==> config.mk <==
export PLATFORM = sky130hd
export DESIGN_NAME = bundler_sched_hf
export DESIGN_NICKNAME = d
export VERILOG_FILES = /design/src/rtl/bundler_sched_hf.sv
export SDC_FILE = /design/constraint.sdc
export NUM_CORES = 1
export LEC_CHECK = 0
export BUFFER_PORTS_ARGS = -buffer_cell sky130_fd_sc_hd__buf_2
export CORE_MARGIN = 1
export CORE_UTILIZATION = 45
export DETAILED_ROUTE_END_ITERATION = 8
export GPL_TIMING_DRIVEN = 0
export PLACE_DENSITY = 0.7
export SLEW_MARGIN = 5
export SYNTH_ARGS = -nofsm -noshare
export SYNTH_HDL_FRONTEND = slang
export SYNTH_SLANG_ARGS = --single-unit
==> constraint.sdc <==
create_clock -name clk -period 2.8 [get_ports clk]
set_clock_uncertainty 0.1 [all_clocks]
set_input_delay 0 -clock clk [delete_from_list [all_inputs] [get_ports clk]]
set_output_delay 0 -clock clk [all_outputs]
set_load 0.05 [all_outputs]
==> src/rtl/bundler_sched_hf.sv <==
// Sequencing controller for the bundler_hf majority bundler: collects NUM_HVS hypervectors,
// fires the bundler, waits for its result under a watchdog and hands it downstream.
module bundler_sched_hf #(
    parameter int unsigned DIMENSIONS = 5,
    parameter int unsigned NUM_HVS    = 5,
    parameter int unsigned TIMEOUT    = 16,
    parameter int unsigned CNT_W      = 16
) (
    input  logic                                clk,
    input  logic                                rst,
    input  logic                                flush,
    input  logic [DIMENSIONS-1:0]               hv_in,
    input  logic                                hv_in_valid,
    output logic                                hv_in_ready,
    output logic                                bun_en,
    output logic [NUM_HVS-1:0][DIMENSIONS-1:0]  bun_hv_array,
    input  logic                                bun_out,
    input  logic [DIMENSIONS-1:0]               bun_hv_out,
    output logic [DIMENSIONS-1:0]               hv_out,
    output logic                                out_valid,
    input  logic                                out_ready,
    output logic                                busy,
    output logic                                timeout_err,
    output logic [CNT_W-1:0]                    bundle_cnt
);

    localparam int unsigned IDX_W = (NUM_HVS > 1) ? $clog2(NUM_HVS) : 1;
    localparam int unsigned WD_W  = (TIMEOUT > 1) ? $clog2(TIMEOUT) : 1;

    typedef enum logic [1:0] {StFill, StFire, StWait, StHold} state_e;

    state_e                             state_q, state_d;
    logic [IDX_W-1:0]                   idx_q, idx_d;
    logic [WD_W-1:0]                    wdog_q, wdog_d;
    logic [NUM_HVS-1:0][DIMENSIONS-1:0] slots_q;
    logic [DIMENSIONS-1:0]              hv_out_q, hv_out_d;
    logic                               out_valid_q, out_valid_d;
    logic                               timeout_q, timeout_d;
    logic [CNT_W-1:0]                   cnt_q, cnt_d;
    logic                               slot_we;

    always_comb begin
        state_d     = state_q;
        idx_d       = idx_q;
        wdog_d      = wdog_q;
        hv_out_d    = hv_out_q;
        out_valid_d = out_valid_q;
        cnt_d       = cnt_q;
        timeout_d   = 1'b0;
        slot_we     = 1'b0;
        hv_in_ready = 1'b0;
        bun_en      = 1'b0;
        busy        = 1'b0;

        unique case (state_q)
            StFill: begin
                hv_in_ready = 1'b1;
                if (hv_in_valid) begin
                    slot_we = 1'b1;
                    if (idx_q == IDX_W'(NUM_HVS - 1)) begin
                        idx_d   = '0;
                        state_d = StFire;
                    end else begin
                        idx_d = idx_q + IDX_W'(1);
                    end
                end
            end
            StFire: begin
                bun_en  = 1'b1;
                busy    = 1'b1;
                wdog_d  = '0;
                state_d = StWait;
            end
            StWait: begin
                busy = 1'b1;
                // A result arriving on the expiry cycle still counts as success.
                if (bun_out) begin
                    hv_out_d    = bun_hv_out;
                    out_valid_d = 1'b1;
                    state_d     = StHold;
                end else if (wdog_q == WD_W'(TIMEOUT - 1)) begin
                    timeout_d = 1'b1;
                    idx_d     = '0;
                    state_d   = StFill;
                end else begin
                    wdog_d = wdog_q + WD_W'(1);
                end
            end
            StHold: begin
                busy = 1'b1;
                if (out_ready) begin
                    out_valid_d = 1'b0;
                    cnt_d       = cnt_q + CNT_W'(1);
                    state_d     = StFill;
                end
            end
            default: state_d = StFill;
        endcase

        // Abort keeps slot contents, hv_out and the bundle count.
        if (flush) begin
            state_d     = StFill;
            idx_d       = '0;
            wdog_d      = '0;
            out_valid_d = 1'b0;
            hv_out_d    = hv_out_q;
            cnt_d       = cnt_q;
            timeout_d   = 1'b0;
            slot_we     = 1'b0;
            bun_en      = 1'b0;
        end
    end

    always_ff @(posedge clk) begin
        if (rst) begin
            state_q     <= StFill;
            idx_q       <= '0;
            wdog_q      <= '0;
            slots_q     <= '0;
            hv_out_q    <= '0;
            out_valid_q <= 1'b0;
            timeout_q   <= 1'b0;
            cnt_q       <= '0;
        end else begin
            state_q     <= state_d;
            idx_q       <= idx_d;
            wdog_q      <= wdog_d;
            hv_out_q    <= hv_out_d;
            out_valid_q <= out_valid_d;
            timeout_q   <= timeout_d;
            cnt_q       <= cnt_d;
            if (slot_we) begin
                slots_q[idx_q] <= hv_in;
            end
        end
    end

    assign bun_hv_array = slots_q;
    assign hv_out       = hv_out_q;
    assign out_valid    = out_valid_q;
    assign timeout_err  = timeout_q;
    assign bundle_cnt   = cnt_q;

endmodule

* Word-level counts from Yosys, hierarchy flattened
Cells that the tools add are included.
** Storage, ports and cells
- Bits in registers :: 57
- Input port bits :: 16
- Output and inout port bits :: 51
** Cells by class
- Reduce and logical (&&, ||, !) cells :: 14
- Bitwise gates (word level) :: 2
- $add $sub $neg :: 3
- Mux-type cells :: 28
- Equal/unequal tests :: 13
- $lt $le $gt $ge :: 2
** Operators with widths (count)
- $bwmux 25 :: 1
- $add 16x1->16 const B :: 1
- $demux 5 s3 :: 1
- $ne 2x2->1 const B :: 7
- $mux 3 :: 4
- $reduce_and 3->1 :: 4
- $mux 1 :: 10
- $mux 2 :: 5
- $mux 4 :: 2
- $pmux 2 s4 :: 1
- $pmux 4 s2 :: 1
- $reduce_and 4->1 :: 2
- $pmux 3 s2 :: 1
- $reduce_bool 2->1 :: 3
- $mux 5 :: 1
- $add 4x1->4 const B :: 1
- $eq 2x2->1 const B :: 2
- $eq 4x4->1 const B :: 1
- $lt 3x4->1 const B :: 1
- $reduce_or 4->1 :: 1
- $add 3x1->3 const B :: 1
- $eq 3x3->1 const B :: 1
- $ge 3x1->1 const B :: 1
- $ne 3x3->1 const B :: 1
- other kinds (7) :: 8

* Logic depth before layout (Yosys ltp)
Gate-level depths: netlist of run 1.
- Depth in word-level cells :: 5
- Mapped depth :: 5
- Gate-level depth less buffers :: 5

* Worst setup path before layout of run 1
No wires, ideal clock.
- Path type :: register -> register
- Start :: reg state_q[1]
- End :: reg slots_q, in the netlist bun_hv_array[20]
- Slack :: 602 ps
- Arrival :: 1970 ps
- Library setup time :: 128 ps
- Stages on the path, launching flop included :: 6
- Buffers on the path :: 1
- Path through :: dfxtp_1 buf_2 nor2_1 nand4_1 mux2i_1 nor2_1
** On the way
- Longest elaborated chain between the ends :: 3
** Ends and longest elaborated chain
- from (decl) :: line 32 : state_e state_q, state_d;
- from (signal assigned) :: line 116 : state_q <= StFill;
- from (signal assigned) :: line 125 : state_q <= state_d;
- $logic_not 2->1 :: line 55 : unique case (state_q)
- $mux 1 :: line 55
- $mux 1 :: line 101 : if (flush) begin
- to (signal, indexed assignment) :: line 133 : slots_q[idx_q] <= hv_in;
- to (decl) :: line 35 : logic [NUM_HVS-1:0][DIMENSIONS-1:0] slots_q;
No other way between the ends.
A chain may end at the register's enable or synchronous reset.

* Worst setup path after layout of run 1
- Start :: reg idx_q[2]
- End :: reg slots_q, in the netlist bun_hv_array[13]
** On the way
- Longest elaborated chain between the ends :: 5
- Elaborated cells between the ends (all ways) :: 6
- Those cells by class :: order compare: 2; mux: 3; reduce/logical: 1
** Ends and longest elaborated chain
- from (decl) :: line 33 : logic [IDX_W-1:0] idx_q, idx_d;
- from (signal assigned) :: line 126 : idx_q <= idx_d;
- $lt 3x4->1 (not written as such) or $ge 3x1->1 (tied branches) :: line 133
- $logic_and 1x1->1 (not written as such) :: line 133
- $mux 5 (not written as such) :: line 133
- $demux 5 s3 * :: line 133
- $bwmux 25 * :: line 133
Every way passes the cells marked *; elsewhere a longest branch is shown, timed or not.

==> key figures, run 1 <==
STA
  • Hold Violations, Final: 0
  • Slew of the pin with the lowest slew margin: 1076 ps
  • Number of failing setup endpoints in the final timing report: 0
  • Fin. max-slew vios: 0
  • Min Clock Period, post-route: 2204 ps
  • Worst Hold Slack: 24.18 ps
  • Share of the clock period used by the worst path: 78.72%
  • Headroom to the max-slew limit: 27.57%
  • Highest achievable clock rate: 0.4537 GHz
  • Setup repair after global routing missed its margin: no
  • Setup TNS Final: 0 ps

Floorplanning
  • # IOs: 67
  • Rows: 26
  • Area of the core region: 5140 sq um
  • Die Footprint: 5635 sq um
  • Chip Height: 75.07 um
  • Starting density of the core: 46.74%
  • DIE WIDTH: 75.07 um

Final layout
  • Area of the multi-input gates: 1191 sq um
  • Area used by sequential logic in the layout: 1141 sq um
  • Share of final-layout standard cells stronger than drive strength 1: 24.38%
  • Ant. Diodes: 0
  • Post-layout net count: 380
  • Fin cells: 435
  • Layout fillers: 486
  • Relative area change from synthesis to final layout: 32.34%

Power
  • Final Total Pwr: 1.645 mW
  • Power per unit of standard cell area: 517.5 nW/um^2
  • Switching Share: 21.85%
  • Part of the total power dissipated in the clock network: 44.5%
  • Leak Pwr: 1.492 nW
  • Peak supply drop: 0.3274 mV
  • Sequential group share of total power: 49.8%
  • Int Power: 1.286 mW
  • Net Switching: 359.5 uW
  • Logic gate share of total power: 5.7%

Logic synthesis
  • Post-synthesis cell type count: 38
  • Total of warnings raised by yosys: 0
  • Dominant register cell in the synthesized netlist: sky130_fd_sc_hd__dfxtp_1
  • Number of synthesized flops with an enable pin: 0
  • Sequential fraction of the synthesis area: 47.50%
  • Cell area after technology mapping: 2402 sq um
  • Cells after Synth: 266
  • Share of async-settable or async-resettable flops after synthesis: 0%
  • Syn Area/Cell: 9.031 sq um
  • Number of synthesized register bits: 57
  • Net count of the mapped netlist: 286

Global route
  • Total congestion overflow: 0
  • Pin count of the biggest net entering global routing: 11
  • GRT Util Overall: 20.65%
  • Global-route wire length before repair: 8487 um
  • Via count of the first global-routing pass: 1857
  • Initial antenna violation count: 0

Place
  • Placed Cells: 402
  • Total of buffers placed on input and output ports: 66
  • Detailed-placement wirelength estimate: 3686 um
  • Placer's final routability congestion estimate: 0.7511

Critical path
  • Kind of cell adding the most delay to the critical path: simple AND/OR/NAND/NOR gates
  • Reg2Reg Launch Point: idx_q[2]$_SDFFE_PP0P_
  • Start-to-end type of the worst setup path: register to register
  • Delay contributed by the slowest stage of the critical path: 920 ps
  • Cell-by-cell listing of the critical path: buf_2, nor4_1, nand2_2, mux2i_1, nor2_1
  • Capturing element type of the critical path: register
  • Highest net fanout along the worst path: 8
  • Highest-delay cell along the critical path: sky130_fd_sc_hd__nor4_1
  • Buf/Inv on CP: 1
  • Req. time, crit path: 2900 ps
  • Worst setup path startpoint: idx_q[2]$_SDFFE_PP0P_
  • Critical path startpoint category: register
  • Arrival @ worst endpoint: 2300 ps

Clock network
  • Clock root buffer: sky130_fd_sc_hd__clkbuf_8
  • Number of buffers inserted for hold repair after clock tree synthesis: 17
  • CTS tree: yes
  • Source-to-sink clock delay at the later pin of the worst-skew pair: 330 ps
  • Maximum buffer depth of the clock tree: 2
  • Clock buffer count from CTS: 9
  • # H-tree levels: 3
  • Clock transition at the registers of the reported paths: 60 ps
  • Sink Count: 57
  • Number of instances resized during post-cts repair: 0
  • Setup Buffers After CTS: 0

Route
  • First-pass DRT Iterations: 4
  • Post-detailed-route wirelength per cell: 12.20 um
  • Detailed-route DRC error count: 0
  • Vias post-DR: 2130
  • Residual antenna-violating net count after detailed routing: 0
  • Drt initial violations: 78
  • Average vias per placed instance: 4.897
  • Detailed-route wire length: 5308 um

Flow run
  • Max-cap check violation count: 0

Min path
  • Worst hold-check path type: primary input to register
  • Worst hold path startpoint: flush

Status
  • Run status: finished clean
stage by stage:
step | setup slack [ps] | utilization, % | instance area [sq um]
finish | 595.8 | 61.85 | 3179
global route | 402.8 | 61.85 | 3179
CTS | 637.5 | 61.85 | 3179
detailed placement | 641.9 | 54.87 | 2820
global placement | 664.4 | 54.87 | 2820
floorplan | 602.4 | - | 2402
layout by cell type (no fill, tap or decap), types with 2 or more instances in the layout:
master,Yosys,final
sky130_fd_sc_hd__xnor2_1,9,9
sky130_fd_sc_hd__ha_1,4,4
sky130_fd_sc_hd__nand3b_1,2,2
sky130_fd_sc_hd__clkbuf_8,0,10
sky130_fd_sc_hd__inv_1,8,8
sky130_fd_sc_hd__dlygate4sd3_1,0,17
sky130_fd_sc_hd__nor2_1,42,42
sky130_fd_sc_hd__o21ai_0,8,8
sky130_fd_sc_hd__nand4_1,4,4
sky130_fd_sc_hd__nand3_1,14,14
sky130_fd_sc_hd__a31oi_1,2,2
sky130_fd_sc_hd__dfxtp_1,57,57
sky130_fd_sc_hd__mux2i_1,28,28
sky130_fd_sc_hd__or3b_2,2,2
sky130_fd_sc_hd__nor4_1,4,4
sky130_fd_sc_hd__or3_1,5,5
sky130_fd_sc_hd__clkbuf_1,8,11
sky130_fd_sc_hd__nand2_1,19,19
sky130_fd_sc_hd__nor3_1,7,7
sky130_fd_sc_hd__buf_2,2,68
sky130_fd_sc_hd__clkinv_2,0,2
sky130_fd_sc_hd__a21oi_1,21,21
sky130_fd_sc_hd__nor2b_1,2,2
final cells by class:
cell class	count	share of cell area, %
Clock buffer	13	4.683
Multi-Input combinational cell	191	37.47
Timing Repair Buffer	83	15.74
Sequential cell	57	35.89
Buffer	10	1.259
Tap cell	70	2.755
Inverter	8	0.9445
Clock inverter	3	1.259
flip-flops by register name, indices dropped and copies added (netlist names):
name and count:
hv_out 5, out_valid 1, idx_q 3, bundle_cnt 16
wdog_q 4, timeout_err 1, state_q 2, bun_hv_array 25
path summary, 6_finish.rpt:
kind,to,slack [ps],cells after the start
setup / recovery,bun_hv_array[13]$_SDFFE_PP0P_,600,5
hold / removal,bun_hv_array[3]$_SDFFE_PP0P_,20,4
setup reg to reg,bun_hv_array[13]$_SDFFE_PP0P_,600,5
hold reg to reg,bun_hv_array[0]$_SDFFE_PP0P_,350,2
metal layers:
layer | vias up | part of all wire [%] | track usage, %
met5 | - | 0 | 0
met2 | 42 | 47 | 31.43
met4 | 0 | 1.2 | 7.547
met3 | 6 | 4.4 | 8.701
met1 | 969 | 47 | 26.16
li1 | 1113 | - | -
Yosys cell counts (all sizes together) (2+ instances only):
| library cell | count | area (sq um) |
|---|---|---|
| nand3 | 14 | 70.07 |
| or3b | 2 | 17.52 |
| nor2 | 42 | 157.7 |
| dfxtp | 57 | 1141 |
| ha | 4 | 50.05 |
| inv | 8 | 30.03 |
| nor3 | 7 | 35.03 |
| a21oi | 21 | 105.1 |
| clkbuf | 8 | 30.03 |
| buf | 2 | 10.01 |
| nor2b | 2 | 12.51 |
| or3 | 6 | 42.54 |
| nor4b | 2 | 23.77 |
| nor4 | 4 | 25.02 |
| nand4 | 4 | 25.02 |
| nor3b | 2 | 20.02 |
| nand3b | 2 | 15.01 |
| a31oi | 2 | 12.51 |
| o21ai | 8 | 40.04 |
| nand2 | 20 | 77.58 |
| mux2i | 28 | 280.3 |
| xnor2 | 9 | 78.83 |
worst min-delay path: stages:
cell and delay, ps:
sky130_fd_sc_hd__buf_2 160, sky130_fd_sc_hd__nor3b_2 110, sky130_fd_sc_hd__nand3_1 90, sky130_fd_sc_hd__a21oi_1 50
kinds of logic (layout without fill, tap and decap cells):
family	count (synthesis)	count (layout)	synth area share [%]
AO/OA/AOI/OAI	34	34	7.604
XOR/XNOR	10	10	3.646
adder cells (fa/ha/maj)	4	4	2.083
buffers and inverters	18	117	2.917
flip-flops	57	57	47.50
multiplexers	28	28	11.67
AND/OR/NAND/NOR	115	115	24.58
power by group through the flow:
| stage | Combinational [mW] | Sequential (mW) | Clock (mW) |
|---|---|---|---|
| after global placement | 0.0777 | 0.838 | 0 |
| after global routing | 0.102 | 0.820 | 0.785 |
| after detailed placement | 0.0779 | 0.838 | 0 |
| after floorplan | 0.0301 | 0.854 | 0 |
| final | 0.0938 | 0.820 | 0.732 |
| after CTS | 0.0941 | 0.820 | 0.756 |
No activity file was read; power rests on OpenSTA's default activity.
==> run 2: changes to the inputs <==
--- a/config.mk
+++ b/config.mk
@@ -5,6 +5,7 @@
 export SDC_FILE = /design/constraint.sdc
 export NUM_CORES = 1
 export LEC_CHECK = 0
+export ABC_AREA = 1
 export BUFFER_PORTS_ARGS = -buffer_cell sky130_fd_sc_hd__buf_2
 export CORE_MARGIN = 1
 export CORE_UTILIZATION = 45
==> constraint.sdc (replaced) <==
create_clock -name clk -period 2.1 [get_ports clk]
set_clock_uncertainty 0.1 [all_clocks]
set_input_delay 0 -clock clk [delete_from_list [all_inputs] [get_ports clk]]
set_output_delay 0 -clock clk [all_outputs]
set_load 0.05 [all_outputs]
==> run 2 against run 1 <==
Global-route usage grew 1.6 points; worst setup slack lost 170 ps; combinational power grew 66%; highest routed layer unchanged; clock power grew 38%; synthesized area grew 7.5%.
==> key figures, run 2 <==
Critical path
  • Arrival @ worst endpoint: 1570 ps
  • Buf/Inv on CP: 3
  • Cell-by-cell listing of the critical path: inv_2, nor2_1, inv_1, nor2_1, buf_2
  • FF-to-FF path depth: 6
  • Flop-to-flop setup slack: 530 ps
  • Reg2Reg Launch Point: state_q[0]$_SDFFE_PP0P_
  • Start-to-end type of the worst setup path: register to primary output
  • Critical path startpoint category: register
  • Highest net fanout along the worst path: 6
  • Kind of cell adding the most delay to the critical path: flip-flops
  • Reg-to-reg endpoint: hv_out[1]$_SDFFE_PP0P_
  • Delay contributed by the slowest stage of the critical path: 520 ps
  • Capturing element type of the critical path: primary output
  • Cell seen most often among critical-path stages: sky130_fd_sc_hd__nor2_1
  • Highest-delay cell along the critical path: sky130_fd_sc_hd__dfxtp_1
  • Req. time, crit path: 2000 ps

Final layout
  • Commonest non-fill, non-tap cell in the layout: sky130_fd_sc_hd__nor2_1
  • Relative area change from synthesis to final layout: 29.65%
  • Layout fillers: 531
  • Number of flip-flops in the largest register: 25
  • Share of final-layout standard cells stronger than drive strength 1: 22.08%
  • Top library cells by usage in the layout, fill and taps aside: 84 x sky130_fd_sc_hd__nor2_1, 81 x sky130_fd_sc_hd__nand2_1, 67 x sky130_fd_sc_hd__buf_2
  • Final Cell Area: 3348 sq um
  • Ant. Diodes: 0
  • Util after Layout: 60.80%
  • Post-layout net count: 487
  • Fin cells: 543

Logic synthesis
  • Most frequently used cell type in the post-synthesis netlist: sky130_fd_sc_hd__nor2_1
  • Sequential fraction of the synthesis area: 44.19%
  • Total of warnings raised by yosys: 0
  • Post-synthesis cell type count: 27
  • Dominant cells by area after synthesis: sky130_fd_sc_hd__dfxtp_1 44%, sky130_fd_sc_hd__nor2_1 12%, sky130_fd_sc_hd__nand2_1 12%
  • Number of synthesized register bits: 57
  • Commonest cells in the netlist: 84 x sky130_fd_sc_hd__nor2_1, 81 x sky130_fd_sc_hd__nand2_1, 57 x sky130_fd_sc_hd__dfxtp_1, 35 x sky130_fd_sc_hd__inv_1, 28 x sky130_fd_sc_hd__o21ai_0
  • Number of synthesized flops with an enable pin: 0
  • Cells after Synth: 375
  • Syn Area/Cell: 6.887 sq um
  • Dominant register cell in the synthesized netlist: sky130_fd_sc_hd__dfxtp_1
  • Share of async-settable or async-resettable flops after synthesis: 0%
  • Cell accounting for the most synthesized area: sky130_fd_sc_hd__dfxtp_1
  • Net count of the mapped netlist: 395
  • Proportion of netlist area held by the largest area contributor: 44.19%
  • Cell area after technology mapping: 2582 sq um

Route
  • Vias post-DR: 2598
  • Drt initial violations: 72
  • First-pass DRT Iterations: 4
  • Residual antenna-violating net count after detailed routing: 0
  • Detailed-route wire length: 6110 um
  • Detailed-route DRC error count: 0
  • Average vias per placed instance: 4.785
  • Post-detailed-route wirelength per cell: 11.25 um

STA
  • Final Worst Setup Slack: 425.2 ps
  • Hold Violations, Final: 0
  • Number of failing setup endpoints in the final timing report: 0
  • Worst Hold Slack: 313.1 ps
  • Share of the clock period used by the worst path: 79.75%
  • Setup TNS Final: 0 ps
  • Slew of the pin with the lowest slew margin: 449.9 ps
  • Headroom to the max-slew limit: 70.01%
  • Highest achievable clock rate: 0.5971 GHz
  • Min Clock Period, post-route: 1675 ps
  • Fin. max-slew vios: 0
  • Setup repair after global routing missed its margin: no

Floorplanning
  • Starting density of the core: 46.90%
  • Rows: 27
  • Chip Height: 77.76 um
  • Die Footprint: 6046 sq um
  • DIE WIDTH: 77.76 um
  • Area of the core region: 5507 sq um
  • # IOs: 67

Place
  • Dpl ws: 521.6 ps
  • Placer's final routability congestion estimate: 0.8524
  • Detailed-placement wirelength estimate: 4368 um
  • Instance area at placement: 3003 sq um
  • Placed Cells: 513
  • Total of buffers placed on input and output ports: 66

Clock network
  • Clock transition at the registers of the reported paths: 60 ps
  • Sink Count: 57
  • Number of buffers inserted for hold repair after clock tree synthesis: 15
  • # H-tree levels: 3
  • Setup Buffers After CTS: 0
  • Clock buffer count from CTS: 9
  • Number of instances resized during post-cts repair: 0
  • Maximum buffer depth of the clock tree: 2
  • Source-to-sink clock delay at the later pin of the worst-skew pair: 330 ps
  • CTS tree: yes
  • Clock root buffer: sky130_fd_sc_hd__clkbuf_8

Global route
  • Global-route wire length before repair: 10470 um
  • Pin count of the biggest net entering global routing: 11
  • Via count of the first global-routing pass: 2431
  • GRT Util Overall: 22.27%
  • Initial antenna violation count: 0
  • Total congestion overflow: 0

Min path
  • Worst hold-check path type: primary input to register
  • Count of cells along the worst hold path: 3
  • End of the worst hold path: timeout_err$_SDFF_PP0_
  • Worst hold path startpoint: bun_out

Power
  • Final Total Pwr: 2.261 mW
  • Peak supply drop: 0.3559 mV
  • Power per unit of standard cell area: 675.3 nW/um^2
  • Leak Pwr: 1.593 nW

Flow run
  • Max-cap check violation count: 0

Status
  • Run status: finished clean
[run 2: changes by cell type after synthesis, moves of 5 or more]
cell,before,now
sky130_fd_sc_hd__inv_1,8,35
sky130_fd_sc_hd__clkbuf_1,8,3
sky130_fd_sc_hd__or3_1,5,0
sky130_fd_sc_hd__nor2_1,42,84
sky130_fd_sc_hd__nand3_1,14,21
sky130_fd_sc_hd__xnor2_1,9,1
sky130_fd_sc_hd__nor3_1,7,2
sky130_fd_sc_hd__nand2_1,19,81
sky130_fd_sc_hd__mux2i_1,28,0
sky130_fd_sc_hd__inv_2,0,8
sky130_fd_sc_hd__o21ai_0,8,28
[run 2: worst reg2reg max path, cell delays in order (launching register included)]
cell and delay (ps):
sky130_fd_sc_hd__dfxtp_1 400, sky130_fd_sc_hd__inv_2 130, sky130_fd_sc_hd__nand3_2 120, sky130_fd_sc_hd__nor2_1 360, sky130_fd_sc_hd__inv_1 170, sky130_fd_sc_hd__nor2_1 130
sky130_fd_sc_hd__nor2_1 50
[run 2: area by class of cell]
class                   count  area, sq um  share of cell area, %
clock inverters             3        40.04                  1.196
clock buffers              12        155.1                  4.634
multi-input cells         269         1249                  37.29
well taps                  72        90.09                  2.691
inverters                  44        165.2                  4.933
plain buffers               5        27.53                 0.8221
flip-flops and latches     57         1141                  34.08
repair buffers             81        480.5                  14.35
[run 2: worst max-delay path by stage]
stage / start / slack [ps] / endpoint / cells past startpoint
global placement: state_q[0]$_SDFFE_PP0P_ / 530 / hv_out[1]$_SDFFE_PP0P_ / 6
floorplan: bundle_cnt[0]$_SDFFE_PP0P_ / 380 / bundle_cnt[10]$_SDFFE_PP0P_ / 8
CTS: state_q[0]$_SDFFE_PP0P_ / 420 / bun_en / 5
global route: state_q[0]$_SDFFE_PP0P_ / 330 / bun_en / 5
finish: state_q[0]$_SDFFE_PP0P_ / 430 / bun_en / 5
detailed placement: state_q[0]$_SDFFE_PP0P_ / 520 / hv_out[1]$_SDFFE_PP0P_ / 6
[run 2: power breakdown]
group / total (mW) / internal, mW / switching, mW
Clock: 1.01 / 0.602 / 0.406
Combinational: 0.156 / 0.0545 / 0.101
Sequential: 1.10 / 1.09 / 0.00551
[run 2: kinds of logic (layout without fill, tap and decap cells)]
kind of cell	Yosys count	count (layout)	share of synthesized area, %
and+or+nand+nor	207	207	34.88
AOI/OAI and AO/OA	57	57	11.19
buffers and inverters	49	145	7.461
DFF	57	57	44.19
adders and majority gates	4	4	1.938
xor gates and xnor gates	1	1	0.3392
[run 2: layer usage]
| metal | GRT usage (%) | vias to the layer above | share of wire [%] |
|---|---|---|---|
| met2 | 35.40 | 72 | 44 |
| met4 | 13.21 | 0 | 2.5 |
| met1 | 28.03 | 1146 | 48 |
| met5 | 0 | - | 0 |
| li1 | - | 1370 | - |
| met3 | 4.118 | 10 | 5.5 |
